### config.mk
export PLATFORM = sky130hd
export DESIGN_NAME = memu_flat
export DESIGN_NICKNAME = d
export VERILOG_FILES = /design/src/rtl/memu_if.sv /design/src/rtl/memu.sv /design/src/flat_wrapper.sv
export SDC_FILE = /design/constraint.sdc
export NUM_CORES = 1
export LEC_CHECK = 0
export ABC_AREA = 1
export CAP_MARGIN = 10
export CORE_MARGIN = 4
export CORE_UTILIZATION = 44
export CTS_CLUSTER_DIAMETER = 120
export DETAILED_ROUTE_END_ITERATION = 10
export GPL_TIMING_DRIVEN = 0
export PLACE_DENSITY = 0.87
export RECOVER_POWER = 100
export SETUP_SLACK_MARGIN = 0.3
export SYNTH_ARGS = -nofsm -noshare
export SYNTH_HDL_FRONTEND = slang
export SYNTH_SLANG_ARGS = --single-unit
### constraint.sdc
create_clock -name clk -period 3.7 [get_ports clk]
set_input_delay 0.74 -clock clk [delete_from_list [all_inputs] [get_ports clk]]
set_output_delay 0.74 -clock clk [all_outputs]
set_load 0.02 [all_outputs]
### src/rtl/memu_if.sv
// rtl/memu_if.sv - EXE->MEM->WB handshake, SRAM read data and forwarding bundle
interface memu_if;
  localparam int EXE2MEM_LEN = 75;
  localparam int MEM2WB_LEN  = 70;

  logic                   mem_allowin;
  logic                   exe_to_mem_valid;
  logic [EXE2MEM_LEN-1:0] exe_to_mem_zip;
  logic                   wb_allowin;
  logic                   mem_to_wb_valid;
  logic [MEM2WB_LEN-1:0]  mem_to_wb_zip;
  logic [31:0]            data_sram_rdata;
  logic [37:0]            mem_rf_zip;

  modport master (
    input  mem_allowin, mem_to_wb_valid, mem_to_wb_zip, mem_rf_zip,
    output exe_to_mem_valid, exe_to_mem_zip, wb_allowin, data_sram_rdata
  );

  modport slave (
    output mem_allowin, mem_to_wb_valid, mem_to_wb_zip, mem_rf_zip,
    input  exe_to_mem_valid, exe_to_mem_zip, wb_allowin, data_sram_rdata
  );
endinterface

### src/rtl/memu.sv
// rtl/memu.sv - memory-access pipeline stage; optional load-data buffer under MEM_RDATA_BUF_EN
module memu (
  input  logic   clk,
  input  logic   resetn,
  memu_if.slave  bus
);

  typedef enum logic [1:0] {
    S_EMPTY = 2'd0,
    S_FIRST = 2'd1,
    S_HOLD  = 2'd2
  } state_e;

  state_e      state_q, state_d;
  logic        res_from_mem_q, res_from_mem_d;
  logic        rf_we_q, rf_we_d;
  logic [4:0]  rf_waddr_q, rf_waddr_d;
  logic [31:0] alu_result_q, alu_result_d;
  logic [3:0]  mem_op_q, mem_op_d;
  logic [31:0] pc_q, pc_d;

  logic        mem_valid;
  logic        mem_ready_go;
  logic        accept;
  logic        drain;
  logic [31:0] rdata_src;
  logic [1:0]  lane;
  logic [7:0]  ld_byte;
  logic [15:0] ld_half;
  logic [31:0] load_data;
  logic [31:0] result;

  assign mem_valid    = (state_q != S_EMPTY);
  assign mem_ready_go = 1'b1;

  assign bus.mem_allowin     = ~mem_valid | (mem_ready_go & bus.wb_allowin);
  assign bus.mem_to_wb_valid = mem_valid & mem_ready_go;

  assign accept = bus.exe_to_mem_valid & bus.mem_allowin;
  assign drain  = bus.mem_to_wb_valid & bus.wb_allowin;

  always_comb begin
    state_d        = state_q;
    res_from_mem_d = res_from_mem_q;
    rf_we_d        = rf_we_q;
    rf_waddr_d     = rf_waddr_q;
    alu_result_d   = alu_result_q;
    mem_op_d       = mem_op_q;
    pc_d           = pc_q;
    if (accept) begin
      state_d = S_FIRST;
      {res_from_mem_d, rf_we_d, rf_waddr_d, alu_result_d, mem_op_d, pc_d} = bus.exe_to_mem_zip;
    end else if (drain) begin
      state_d = S_EMPTY;
    end else if (mem_valid) begin
      state_d = S_HOLD;
    end else begin
      state_d = S_EMPTY;
    end
  end

  always_ff @(posedge clk) begin
    if (!resetn) begin
      state_q        <= S_EMPTY;
      res_from_mem_q <= 1'b0;
      rf_we_q        <= 1'b0;
      rf_waddr_q     <= 5'd0;
      alu_result_q   <= 32'd0;
      mem_op_q       <= 4'd0;
      pc_q           <= 32'd0;
    end else begin
      state_q        <= state_d;
      res_from_mem_q <= res_from_mem_d;
      rf_we_q        <= rf_we_d;
      rf_waddr_q     <= rf_waddr_d;
      alu_result_q   <= alu_result_d;
      mem_op_q       <= mem_op_d;
      pc_q           <= pc_d;
    end
  end

`ifdef MEM_RDATA_BUF_EN
  // SRAM data is only live in FIRST; keep a copy so a stalled load still sees it.
  logic [31:0] rdata_buf_q, rdata_buf_d;

  always_comb begin
    rdata_buf_d = rdata_buf_q;
    if (state_q == S_FIRST) begin
      rdata_buf_d = bus.data_sram_rdata;
    end
  end

  always_ff @(posedge clk) begin
    if (!resetn) begin
      rdata_buf_q <= 32'd0;
    end else begin
      rdata_buf_q <= rdata_buf_d;
    end
  end

  assign rdata_src = (state_q == S_HOLD) ? rdata_buf_q : bus.data_sram_rdata;
`else
  assign rdata_src = bus.data_sram_rdata;
`endif

  assign lane    = alu_result_q[1:0];
  assign ld_byte = 8'(rdata_src >> {lane, 3'b000});
  assign ld_half = lane[1] ? rdata_src[31:16] : rdata_src[15:0];

  always_comb begin
    load_data = 32'd0;
    case (mem_op_q)
      4'd0:    load_data = {{24{ld_byte[7]}}, ld_byte};
      4'd1:    load_data = {{16{ld_half[15]}}, ld_half};
      4'd2:    load_data = rdata_src;
      4'd8:    load_data = {24'd0, ld_byte};
      4'd9:    load_data = {16'd0, ld_half};
      default: load_data = 32'd0;
    endcase
  end

  assign result = res_from_mem_q ? load_data : alu_result_q;

  assign bus.mem_to_wb_zip = {rf_we_q, rf_waddr_q, result, pc_q};
  assign bus.mem_rf_zip    = {mem_valid & rf_we_q, rf_waddr_q, result};

endmodule

### src/flat_wrapper.sv
// flat-port wrapper written by rule: the top's interface ports become plain ports
module memu_flat 
  (clk, resetn, bus_mem_allowin, bus_mem_to_wb_valid, bus_mem_to_wb_zip, bus_mem_rf_zip, bus_exe_to_mem_valid, bus_exe_to_mem_zip, bus_wb_allowin, bus_data_sram_rdata);
  memu_if bus_i ();
  input  logic clk;
  input  logic resetn;
  output wire logic [$bits(bus_i.mem_allowin)-1:0] bus_mem_allowin;
  output wire logic [$bits(bus_i.mem_to_wb_valid)-1:0] bus_mem_to_wb_valid;
  output wire logic [$bits(bus_i.mem_to_wb_zip)-1:0] bus_mem_to_wb_zip;
  output wire logic [$bits(bus_i.mem_rf_zip)-1:0] bus_mem_rf_zip;
  input wire logic [$bits(bus_i.exe_to_mem_valid)-1:0] bus_exe_to_mem_valid;
  input wire logic [$bits(bus_i.exe_to_mem_zip)-1:0] bus_exe_to_mem_zip;
  input wire logic [$bits(bus_i.wb_allowin)-1:0] bus_wb_allowin;
  input wire logic [$bits(bus_i.data_sram_rdata)-1:0] bus_data_sram_rdata;
  assign bus_mem_allowin = bus_i.mem_allowin;
  assign bus_mem_to_wb_valid = bus_i.mem_to_wb_valid;
  assign bus_mem_to_wb_zip = bus_i.mem_to_wb_zip;
  assign bus_mem_rf_zip = bus_i.mem_rf_zip;
  assign bus_i.exe_to_mem_valid = bus_exe_to_mem_valid;
  assign bus_i.exe_to_mem_zip = bus_exe_to_mem_zip;
  assign bus_i.wb_allowin = bus_wb_allowin;
  assign bus_i.data_sram_rdata = bus_data_sram_rdata;
  memu u_core (.clk(clk), .resetn(resetn), .bus(bus_i));
endmodule
==> impl_results.md, run 1 <==
* Setup violators final at 0
* Layout cell share with drive strength beyond 1 at 0.09452
* Worst Skew at 0.007041 ns
* CTS tree: built
* Number of global-route vias before repair at about 4.5k
* Max clock buf depth at 2
* Vias at between 4k and 5k
* Fin crit share at 0.9294
* Share of Yosys cell area claimed by the top area cell type at 0.3528
* Crit path kind: in2out
* All-Layer GR Usage at 0.2359
* CTS buffer count at 9
* DR WL/cell at 13.04 um
* Via density at roughly 4.6
* Num ports at between 200 and 250
* HP Class: reg2reg
* PwrDens at 362.4 nW/um^2
* CTS Root Cell: clkbuf_8
* Hold_buf cts at 0
* R2R setup slack at between 1.5 and 2 ns
* Post-Syn Instances at roughly 700
* Rel. slew slack at 0.6604
* Post-DP Area at around 6700 sq um
* Area Growth Syn to Fin at 52.12%
* First-pass GRT wire length at about 22,000 um
* Synthesized area per cell at between 6 and 7 sq um
* Total of warnings raised by yosys at 0
* Placer Congestion at 0.9003
* Worst VDD drop at around 0.20 mV
* DIE WIDTH at around 110 um
* Yosys reg bits at 77
* Initial drt markers at approximately 240
* Core Box Area at ~9700 sq um
* Outcome: finished clean
* Number of cell rows at 36
* Worst Path Max Fanout at 10
* Max-cap viol count at 0
* Yosys top cell by area: dfxtp_1
* FMAX at between 200 and 300 MHz
* Setup TNS at 0 ns
* Synth area leaders: dfxtp_1 (35%), nor2_1 (19%), nand2_1 (14%)
* Data required, critical path at between 2 and 3 ns
* Hold Fails Final Rpt at 0
* Synthesized cell area at roughly 4400 sq um
* Placed Cells at 1,048
* Post-Route WL at 13,880 um
* Final non-filler cell total at about 1.1k
* Antenna violations before repair at 0
* Startpoint Class: primary input
* Antenna-violating nets left at 0
* Library cells used by synthesis at 23
* Clock Pin Slew Worst Setup and Hold Paths at roughly 0.080 ns
* Final core utilization at 0.6831
* HPWL after DPL at around 11,000 um
* WP data arrival at between 2 and 3 ns
* Nets at around 1.0k
* H-tree levels at 3
* Starting density of the core at 0.4491
* RSZ-0062 raised after global routing: false
* Drt drc at 0
* N_diodes at 0
* Slew Limit Fails at 0
* Syn Nets at about 800
* Cell leakage power at between 3 and 4 nW
* Largest net degree at the start of global routing at 14
* CTS Sinks at between 70 and 80
* Post-route design area at ~6600 sq um
* Final min period at 3.439 ns
* Worst-Skew Late Latency at between 0.3 and 0.4 ns
* Die Height at around 110 um
* Crit. End Element: output port
* Worst Max-Slew Pin Slew at slightly above 0.5 ns
* Buffers on Ports at around 220
* Commonest cells after routing, fill and taps aside: nor2_1 (222), nand2_1 (171), clkdlybuf4s50_1 (117)
* Commonest non-fill, non-tap cell in the layout: nor2_1
* Total Die Area at approximately 12,000 sq um
* 1st-pass router iterations at 5
* Remaining global-route overflow at 0
* Sequential fraction of the synthesis area at 0.3528
cell families after synthesis:
family | synth area share
DFF | 0.3528
and+or+nand+nor | 0.3731
buffers and inverters | 0.1732
AOI/OAI and AO/OA | 0.1008
report_power, final:
part           internal, W  total (W)  switching (W)
sequential        0.000895   0.000929      0.0000338
combinational     0.000405   0.000901       0.000496
clock             0.000259   0.000579       0.000320
total              0.00156    0.00241       0.000849
synthesized netlist by cell type:
master	count
nor2_8	1
nand2_4	4
a21oi_1	6
inv_1	40
nand3_2	2
nor2_1	222
inv_6	1
buf_1	1
clkbuf_1	11
o21ai_1	73
buf_8	1
clkinv_2	1
nand2_2	5
dfxtp_1	77
buf_6	17
inv_2	1
nand2_1	168
o21ai_0	9
nor2_4	1
buf_2	9
nor2_2	3
buf_4	39
nand3_1	4
through the flow:
step | setup WS (ns) | power [W] | hold WS, ns
finish | 0.2612 | 0.002408 | 0.4778
CTS | 0.3023 | 0.002528 | 0.4841
detailed placement | 0.2208 | 0.001963 | 0.4710
floorplan | 1.278 | 0.001506 | 0.4443
global route | 0.1638 | 0.002552 | 0.4953
global placement | 0.2815 | 0.001946 | 0.4602
critical path, cell delays in order:
cell and delay [ns]:
clkdlybuf4s50_1 0.45, inv_1 0.06, nand2_2 0.09, nand3_1 0.08
nand2_1 0.11, nand2_1 0.17, buf_6 0.19, nand2_1 0.06
nand2_1 0.05, nand2_1 0.08, clkdlybuf4s50_1 0.61
final timing paths:
check,cells after the start,start,to
worst max register to register,8,u_core.state_q[1],u_core.rf_waddr_q[4]
worst min-delay path,2,u_core.pc_q[6],u_core.pc_q[6]
worst min register to register,2,u_core.pc_q[6],u_core.pc_q[6]
worst max-delay path,11,bus_data_sram_rdata[31],bus_mem_rf_zip[28]
registers in the layout, indices dropped and copies added, names as in the netlist:
signal / cells
u_core.alu_result_q: 32
u_core.pc_q: 32
u_core.rf_waddr_q: 5
u_core.mem_op_q: 4
u_core.state_q: 2
u_core.res_from_mem_q: 1
u_core.rf_we_q: 1
final cells by class:
class | instances | area (sq um)
clock inverter | 6 | 38.79
clock buffer | 10 | 137.6
inverter | 43 | 167.7
buffer | 78 | 521.8
fill | 944 | 3083
sequential | 77 | 1541
tap | 133 | 166.4
multi-input combinational | 498 | 2053
timing repair buffer | 219 | 2019
metal layers:
layer | track usage | wire, um | vias to the layer above
met5 | 0 | 0 | -
met4 | 0.08386 | 310 | 0
met3 | 0.07978 | 1208 | 25
met2 | 0.4067 | 6791 | 168
met1 | 0.2706 | 5567 | 2115
li1 | - | - | 2543
timing repair:
action,CTS,global route
resized for setup,18,24
pin swaps,0,0
endpoints found under the hold margin,0,0
buffers inserted,0,0
setup endpoints to repair,18,24
Power figures use the tool's default switching activity.
==> run 2, diff against run 1 <==
--- a/config.mk
+++ b/config.mk
@@ -9,7 +9,7 @@
 export CAP_MARGIN = 10
 export CORE_MARGIN = 4
 export CORE_UTILIZATION = 44
-export CTS_CLUSTER_DIAMETER = 120
+export CTS_CLUSTER_DIAMETER = 60
 export DETAILED_ROUTE_END_ITERATION = 10
 export GPL_TIMING_DRIVEN = 0
 export PLACE_DENSITY = 0.87
==> results of run 2 <==
Same layout as run 1: the final DEF is identical, and so are final timing and power.
